===== src/rtl/simon_pkg.sv =====
// Shared types and helpers for the Simon Says datapath: the symbol type,
// the sequence memory depth, the player FSM states and the 7-segment encoder.
package simon_pkg;

  typedef logic [1:0] symbol_t;

  localparam int SEQ_DEPTH = 10;

  typedef enum logic [2:0] {
    IDLE,
    FETCH,
    ON,
    OFF,
    DONE
  } player_state_t;

  // Active-low segments {g,f,e,d,c,b,a}; anything outside 0..9 is blank.
  function automatic logic [6:0] seg7_digit(input logic [3:0] i_digit);
    logic [6:0] w_seg;
    case (i_digit)
      4'd0:    w_seg = 7'b1000000;
      4'd1:    w_seg = 7'b1111001;
      4'd2:    w_seg = 7'b0100100;
      4'd3:    w_seg = 7'b0110000;
      4'd4:    w_seg = 7'b0011001;
      4'd5:    w_seg = 7'b0010010;
      4'd6:    w_seg = 7'b0000010;
      4'd7:    w_seg = 7'b1111000;
      4'd8:    w_seg = 7'b0000000;
      4'd9:    w_seg = 7'b0010000;
      default: w_seg = 7'h7F;
    endcase
    return w_seg;
  endfunction

endpackage


===== src/rtl/decoder_2_4.sv =====
// 2-to-4 one-hot decoder: input value v lights output bit v.
module decoder_2_4 (
  input  logic [1:0] i_sel,
  output logic [3:0] o_onehot
);

  // Pure decode, no state.
  always_comb begin
    o_onehot = 4'b0000;
    o_onehot[i_sel] = 1'b1;
  end

endmodule


===== src/rtl/sequence_player.sv =====
// sequence_player: replays the first `length` symbols of the Simon sequence
// memory on the LEDs, each lit for an ON window followed by a dark OFF gap.
//
// state | meaning
// IDLE  | waiting for start; LEDs dark, rd_addr 0
// FETCH | one cycle: capture the symbol at rd_addr = idx
// ON    | symbol shown one-hot for ON_UNITS*TICKS_PER_UNIT cycles
// OFF   | dark gap for OFF_UNITS*TICKS_PER_UNIT cycles, then next or finish
// DONE  | one cycle: done pulse, return to IDLE
//
// Optional build macro SEQ_PLAYER_HEX_EN adds hex_out, showing the current
// index on an active-low 7-segment digit.
module sequence_player
  import simon_pkg::*;
#(
  parameter int unsigned TICKS_PER_UNIT = 25_000_000,
  parameter int unsigned ON_UNITS       = 1,
  parameter int unsigned OFF_UNITS      = 1,
  parameter int unsigned DEPTH          = SEQ_DEPTH
) (
  input  logic       CLOCK_50,
  input  logic       rst_n,
  input  logic       start,
  input  logic [3:0] length,
  output logic [3:0] rd_addr,
  input  logic [1:0] rd_data,
  output logic [3:0] led_out,
  output logic       busy,
`ifdef SEQ_PLAYER_HEX_EN
  output logic [6:0] hex_out,
`endif
  output logic       done
);

  localparam int unsigned ON_CYC  = ON_UNITS * TICKS_PER_UNIT;
  localparam int unsigned OFF_CYC = OFF_UNITS * TICKS_PER_UNIT;
  localparam int unsigned MAX_CYC = (ON_CYC > OFF_CYC) ? ON_CYC : OFF_CYC;
  localparam int          CW      = (MAX_CYC <= 1) ? 1 : $clog2(MAX_CYC);

  localparam logic [CW-1:0] ON_LOAD  = CW'(ON_CYC - 1);
  localparam logic [CW-1:0] OFF_LOAD = CW'(OFF_CYC - 1);
  localparam logic [CW-1:0] CNT_ONE  = CW'(1);
  localparam logic [3:0]    DEPTH_L  = 4'(DEPTH);

  player_state_t r_state;
  logic [CW-1:0] r_cnt;
  logic [3:0]    r_idx;
  logic [3:0]    r_len;
  symbol_t       r_symbol;
  logic          r_busy;
  logic          r_done;
  logic [3:0]    w_len_clamped;
  logic [3:0]    w_onehot;

  assign w_len_clamped = (length > DEPTH_L) ? DEPTH_L : length;

  decoder_2_4 u_dec (
    .i_sel    (r_symbol),
    .o_onehot (w_onehot)
  );

  // Playback FSM: index, timing down-counter, latched length and symbol.
  always_ff @(posedge CLOCK_50 or negedge rst_n) begin
    if (!rst_n) begin
      r_state  <= IDLE;
      r_cnt    <= '0;
      r_idx    <= 4'd0;
      r_len    <= 4'd0;
      r_symbol <= 2'b00;
      r_busy   <= 1'b0;
      r_done   <= 1'b0;
    end else begin
      case (r_state)
        IDLE: begin
          r_done <= 1'b0;
          if (start) begin
            r_len  <= w_len_clamped;
            r_idx  <= 4'd0;
            r_busy <= 1'b1;
            if (w_len_clamped != 4'd0) begin
              r_state <= FETCH;
            end else begin
              r_state <= DONE;
              r_done  <= 1'b1;
            end
          end
        end
        FETCH: begin
          r_symbol <= rd_data;
          r_cnt    <= ON_LOAD;
          r_state  <= ON;
        end
        ON: begin
          if (r_cnt == '0) begin
            r_cnt   <= OFF_LOAD;
            r_state <= OFF;
          end else begin
            r_cnt <= r_cnt - CNT_ONE;
          end
        end
        OFF: begin
          if (r_cnt == '0) begin
            if (r_idx == r_len - 4'd1) begin
              r_state <= DONE;
              r_done  <= 1'b1;
            end else begin
              r_idx   <= r_idx + 4'd1;
              r_state <= FETCH;
            end
          end else begin
            r_cnt <= r_cnt - CNT_ONE;
          end
        end
        DONE: begin
          r_done  <= 1'b0;
          r_busy  <= 1'b0;
          r_idx   <= 4'd0;
          r_state <= IDLE;
        end
        default: begin
          r_state <= IDLE;
          r_busy  <= 1'b0;
          r_done  <= 1'b0;
          r_idx   <= 4'd0;
        end
      endcase
    end
  end

  // LEDs are driven only while in ON; the symbol register is stable there.
  always_comb begin
    led_out = 4'b0000;
    if (r_state == ON) led_out = w_onehot;
  end

  assign rd_addr = r_idx;
  assign busy    = r_busy;
  assign done    = r_done;

`ifdef SEQ_PLAYER_HEX_EN
  logic [6:0] r_hex;

  // Digit follows idx one cycle late; blank outside active playback.
  always_ff @(posedge CLOCK_50 or negedge rst_n) begin
    if (!rst_n) begin
      r_hex <= 7'h7F;
    end else if (r_state == FETCH || r_state == ON || r_state == OFF) begin
      r_hex <= seg7_digit(r_idx);
    end else begin
      r_hex <= 7'h7F;
    end
  end

  assign hex_out = r_hex;
`endif

endmodule


===== config.mk =====
export PLATFORM = sky130hd
export DESIGN_NAME = sequence_player
export DESIGN_NICKNAME = d
export VERILOG_FILES = /design/src/rtl/simon_pkg.sv /design/src/rtl/decoder_2_4.sv /design/src/rtl/sequence_player.sv
export SDC_FILE = /design/constraint.sdc
export NUM_CORES = 1
export LEC_CHECK = 0
export CORE_ASPECT_RATIO = 1.1
export CORE_MARGIN = 2
export CORE_UTILIZATION = 45
export CTS_CLUSTER_SIZE = 8
export DETAILED_ROUTE_END_ITERATION = 7
export DONT_BUFFER_PORTS = 1
export GPL_TIMING_DRIVEN = 0
export HOLD_SLACK_MARGIN = 0.03
export REMOVE_ABC_BUFFERS = 1
export SETUP_SLACK_MARGIN = 0.02
export SYNTH_ARGS = -nofsm -noshare
export SYNTH_HDL_FRONTEND = slang
export SYNTH_HIERARCHICAL = 1
export SYNTH_SLANG_ARGS = --single-unit

===== constraint.sdc =====
create_clock -name CLOCK_50 -period 2.6 [get_ports CLOCK_50]
set_input_delay 0.52 -clock CLOCK_50 [delete_from_list [all_inputs] [get_ports CLOCK_50]]
set_output_delay 0.52 -clock CLOCK_50 [all_outputs]
set_load 0.02 [all_outputs]

Yosys cells after proc, flatten, opt, wreduce, memory -nomap -nowiden:

Index checks and enable logic that the tools add are counted.

* bits in registers: 40
* logic and storage cells: 62
* output and inout bits: 10

* multiplexer cells: 24
* $lt $le $gt $ge: 3
* add/subtract/negate cells: 3
* eq/ne operators: 10
* reduce and logical (&&, ||, !) cells: 13
* bitwise gates (word level): 2

Operator list (number)
* $pmux W25 S3: 1
* $mux W25: 2
* $logic_not A25 Y1: 1
* $sub A25 B1 Y25 const B: 1
* $mux W4: 5
* $mux W3: 5
* $ne A2 B2 Y1 const B: 6
* $pmux W3 S4: 1
* $pmux W4 S3: 1
* $eq A3 B2 Y1 const B: 2
* $mux W1: 6
* $reduce_and A2 Y1: 3
* $reduce_and A3 Y1: 2
* $add A4 B1 Y4 const B: 1
* $eq A4 B4 Y1: 1
* $gt A4 B4 Y1 const B: 1
* $reduce_and A4 Y1: 1
* $reduce_bool A4 Y1: 1
* $sub A4 B1 Y4 const B: 1
* $eq A3 B1 Y1 const B: 1
* $logic_not A3 Y1: 1
* $lt A2 B3 Y1 const B: 1
* $pmux W1 S3: 1
* $reduce_bool A3 Y1: 1
* other kinds (7): 8

Logic depth before layout (Yosys ltp):

* depth after elaboration: 6
* mapped depth: 8
* mapped depth without buffers: 8

Modules after synthesis:

The synthesis kept the hierarchy.

By module, submodules not included
* sequence_player: area each 2419.8 um2, times used 1, cells each 249, sequential area each 1001.0 um2
* decoder_2_4: area each 26.3 um2, times used 1, cells each 4, sequential area each 0.0 um2

Least setup slack after synthesis:

No wires, ideal clock.

* kind: register to register
* from: register r_cnt[0]
* to: register r_cnt[2]
* arrival: 1.942 ns
* period minus slack after synthesis: 2.060 ns
* setup slack: 0.540 ns
* stages on the path, launching flop included: 9
* data required time: 2.482 ns
* cell sequence: dfrtp_1 > inv_1 > ha_1 > nor3b_2 > nand4_2 > o31ai_4 > inv_4 > a21o_1 > a21o_1

* cells in the longest elaborated chain, start to end: 3

RTL lines
* from (decl): RTL line sequence_player.sv:46 `logic [CW-1:0] r_cnt;`
* from (signal assigned): RTL line sequence_player.sv:98 `r_cnt <= r_cnt - CNT_ONE;`
* from (signal assigned): RTL line sequence_player.sv:111 `r_cnt <= r_cnt - CNT_ONE;`
* $sub A25 B1 Y25 / $logic_not A25 Y1 (equally long branches)
* $mux W25, or another cell as far along: RTL line sequence_player.sv:102 `if (r_cnt == '0) begin`
* $pmux W25 S3 / $reduce_and A2 Y1 (equally long branches)

Parallel ways exist; a longest one is shown, timed or not. The select of a mux whose other input is x is not followed.
A chain may end at the register's enable or synchronous reset.

Worst setup path in the final report:

* from: register r_cnt[0]
* to: register r_idx[0], in the netlist rd_addr[0]

* cells in the longest elaborated chain, start to end: 3

RTL lines
* $logic_not A25 Y1: RTL line sequence_player.sv:102
* $ne A2 B2 Y1 (no line)
* $reduce_and A4 Y1 (no line)
* to (signal assigned): RTL line sequence_player.sv:107 `r_idx <= r_idx + 4'd1;`
* to (decl): RTL line sequence_player.sv:47 `logic [3:0] r_idx;`

Every way passes these cells.

==> results.txt <==
outcome -> completed
Tcrit/Tclk final -> 0.924
Yosys top cell area share -> 0.409
post-layout total power -> 2.09 mW
worst skew pair latency -> 0.29 ns
Placed Cells -> 317
slew margin rel. -> 0.587
share of cells above drive strength 1 -> 0.154
RSZ-0062 raised after global routing -> false
Post-Syn Area -> 2450 um^2
Static Leak -> 1.02 nW
Max Clk Rate -> 416 MHz
Hold Vio Cnt, Final -> 0
slack of the critical path -> 0.197 ns
Via density -> 5.80
total grt overflow -> 0
Pwr Density -> 796 nW/um^2
Worst setup SP type -> flip-flop
Die W -> 74.3 um
number of global-route vias before repair -> 1958
cell count after synthesis -> 253
Port Buffer Count -> 0
Req. time, crit path -> 2.78 ns
Root Buffer -> clkbuf_8
deepest clock path buffer count -> 2
Synth area leaders -> dfrtp_1 (41%), nand2_1 (3.2%), a21oi_1 (3.1%)
Slew Limit Fails -> 0
antenna cells -> 0
row count -> 28
first-pass GRT wire length -> 9.00 mm
number of distinct library cells after synthesis -> 59
count leader, synth -> dfrtp_1
core area -> 5330 um^2
fillers -> 538
Post-Route WL -> 5.36 mm
worst clock skew -> 0.00701 ns
Max Cap Viol -> 0
Layout Nets -> 265
H-Tree Depth -> 2
Peak VDD IR -> 435 uV
number of buffers created by CTS -> 5
DRT antenna net count -> 0
largest net degree at the start of global routing -> 41
Seq/Total Area, Yosys -> 0.409
Reg clk slew, reported paths -> 0.08 ns
DRC -> 0
post-DP HPWL -> 3.76 mm
kind of critical path -> reg -> reg
Tot GR Track Use -> 0.196
Post-synth ARST share -> 1.00
fin crit period -> 2.40 ns
synth cell count leaders -> dfrtp_1 (40), nand2_1 (21), nor2_1 (17)
Initial Utilization -> 0.459
die height -> 81.3 um
routed vias -> 1907
maximum fanout along the worst path -> 10
Ports -> 19
crit end category -> flip-flop
#FFs+latches synth -> 40
full die area -> 6040 um^2
Final GP Congestion -> 0.745
drt first pass iters -> 4
post-route setup TNS -> 0 ns
predominant post-synthesis flop cell -> dfrtp_1
Routed wire per std cell -> 16.3 um
Final setup viols -> 0
P&R area growth vs syn -> 7.16%
post-synth top area cell -> dfrtp_1
EDFF count, synth -> 0
CTS tree -> done
fin cells -> 329
Reg2Reg Launch Point -> r_cnt[0]$_DFFE_PN0P_
crit path DAT -> 2.58 ns
crit path from -> r_cnt[0]$_DFFE_PN0P_
pre-CTS setup slack -> -0.141 ns
CTS Sinks -> 40
Syn. warnings -> 6
HP Class -> in -> async
Iteration-0 DRC Markers -> 57
worst-margin pin slew -> 0.619 ns
Syn Area/Cell -> 9.67 um^2
initial antenna violation count -> 0
[area by class of cell]
| class | instances | area [um^2] | area share |
|---|---|---|---|
| clock buffer | 6 | 82.6 | 0.0315 |
| clock inverter | 2 | 10.0 | 0.00382 |
| inverter | 8 | 32.5 | 0.0124 |
| multi-input combinational | 194 | 1360 | 0.518 |
| sequential | 40 | 1000 | 0.382 |
| tap | 75 | 93.8 | 0.0358 |
| timing repair buffer | 4 | 42.5 | 0.0162 |
[flip-flops by register name, summed over array words and instances (netlist names)]
| name | count |
|---|---|
| done | 1 |
| r_state | 3 |
| busy | 1 |
| r_len | 4 |
| r_symbol | 2 |
| rd_addr | 4 |
| r_cnt | 25 |
[metrics by stage]
stage / hold WS [ns] / utilization / instance area, um^2
after floorplan: 0.224 / - / 2380
after global placement: 0.226 / 0.465 / 2480
after detailed placement: 0.226 / 0.465 / 2480
after CTS: 0.0691 / 0.491 / 2610
after global routing: 0.0720 / 0.492 / 2620
final: 0.0584 / 0.492 / 2620
[layer usage]
| layer | share of wire | up-vias | routed length, um | track usage |
|---|---|---|---|---|
| met4 | 0.011 | 0 | 59 | 0.0536 |
| met3 | 0.036 | 5 | 194 | 0.0484 |
| met1 | 0.45 | 931 | 2390 | 0.234 |
| li1 | - | 943 | - | - |
| met2 | 0.51 | 28 | 2720 | 0.347 |
| met5 | 0 | - | 0 | 0 |
[kinds of logic (layout without fill, tap and decap cells)]
logic type / Yosys count / after routing / share of synthesized area
XOR/XNOR: 10 / 10 / 0.0414
buffers and inverters: 19 / 20 / 0.0389
multiplexers: 4 / 4 / 0.0184
flip-flops: 40 / 40 / 0.409
AND/OR/NAND/NOR: 115 / 115 / 0.300
adder cells (fa/ha/maj): 3 / 3 / 0.0153
AO/OA/AOI/OAI: 62 / 62 / 0.176
[layout by cell type, fill, tap and decap left out, drive strengths merged, types with 7 or more instances in the layout]
cell type,synthesis,final
nor2,18,18
inv,8,8
o31ai,9,9
or3,7,7
or4,9,9
nand3,12,12
xnor2,7,7
a21oi,16,16
o21ai,10,10
nand2,21,21
nor3,10,10
dfrtp,40,40
nor4,7,7
[power breakdown]
| group | switching (mW) | internal [mW] | leakage (nW) |
|---|---|---|---|
| sequential | 0.271 | 0.786 | 0.470 |
| clock | 0.217 | 0.212 | 0.0510 |
| combinational | 0.327 | 0.273 | 0.503 |
| total | 0.816 | 1.27 | 1.02 |
[critical path, stage by stage, from the launching register on]
cell     delay (ns)
dfrtp_1        0.44
inv_1          0.09
ha_1           0.19
nor3b_2        0.36
nand4_2        0.34
o31a_1         0.43
a21o_1         0.18
mux2_2         0.25
[path summary, 6_finish.rpt]
check	endpoint	slack, ns	cells after the start
setup / recovery	rd_addr[0]$_DFFE_PN0P_	0.20	7
hold / removal	r_cnt[4]$_DFFE_PN0P_	0.06	1
hold reg to reg	r_cnt[24]$_DFFE_PN0P_	0.51	1
max in group asynchronous	r_cnt[18]$_DFFE_PN0P_	2.33	1
min in group CLOCK_50	r_len[0]$_DFFE_PN0P_	0.36	2
setup reg to reg	rd_addr[0]$_DFFE_PN0P_	0.20	7
[timing repair]
action,CTS,global route
hold buffers,1,0
endpoints found under the setup margin,10,11
buffers inserted,3,0
pin swaps,1,0
resized for setup,0,2
hold endpoints to repair,40,0
No activity file was read; power rests on OpenSTA's default activity.
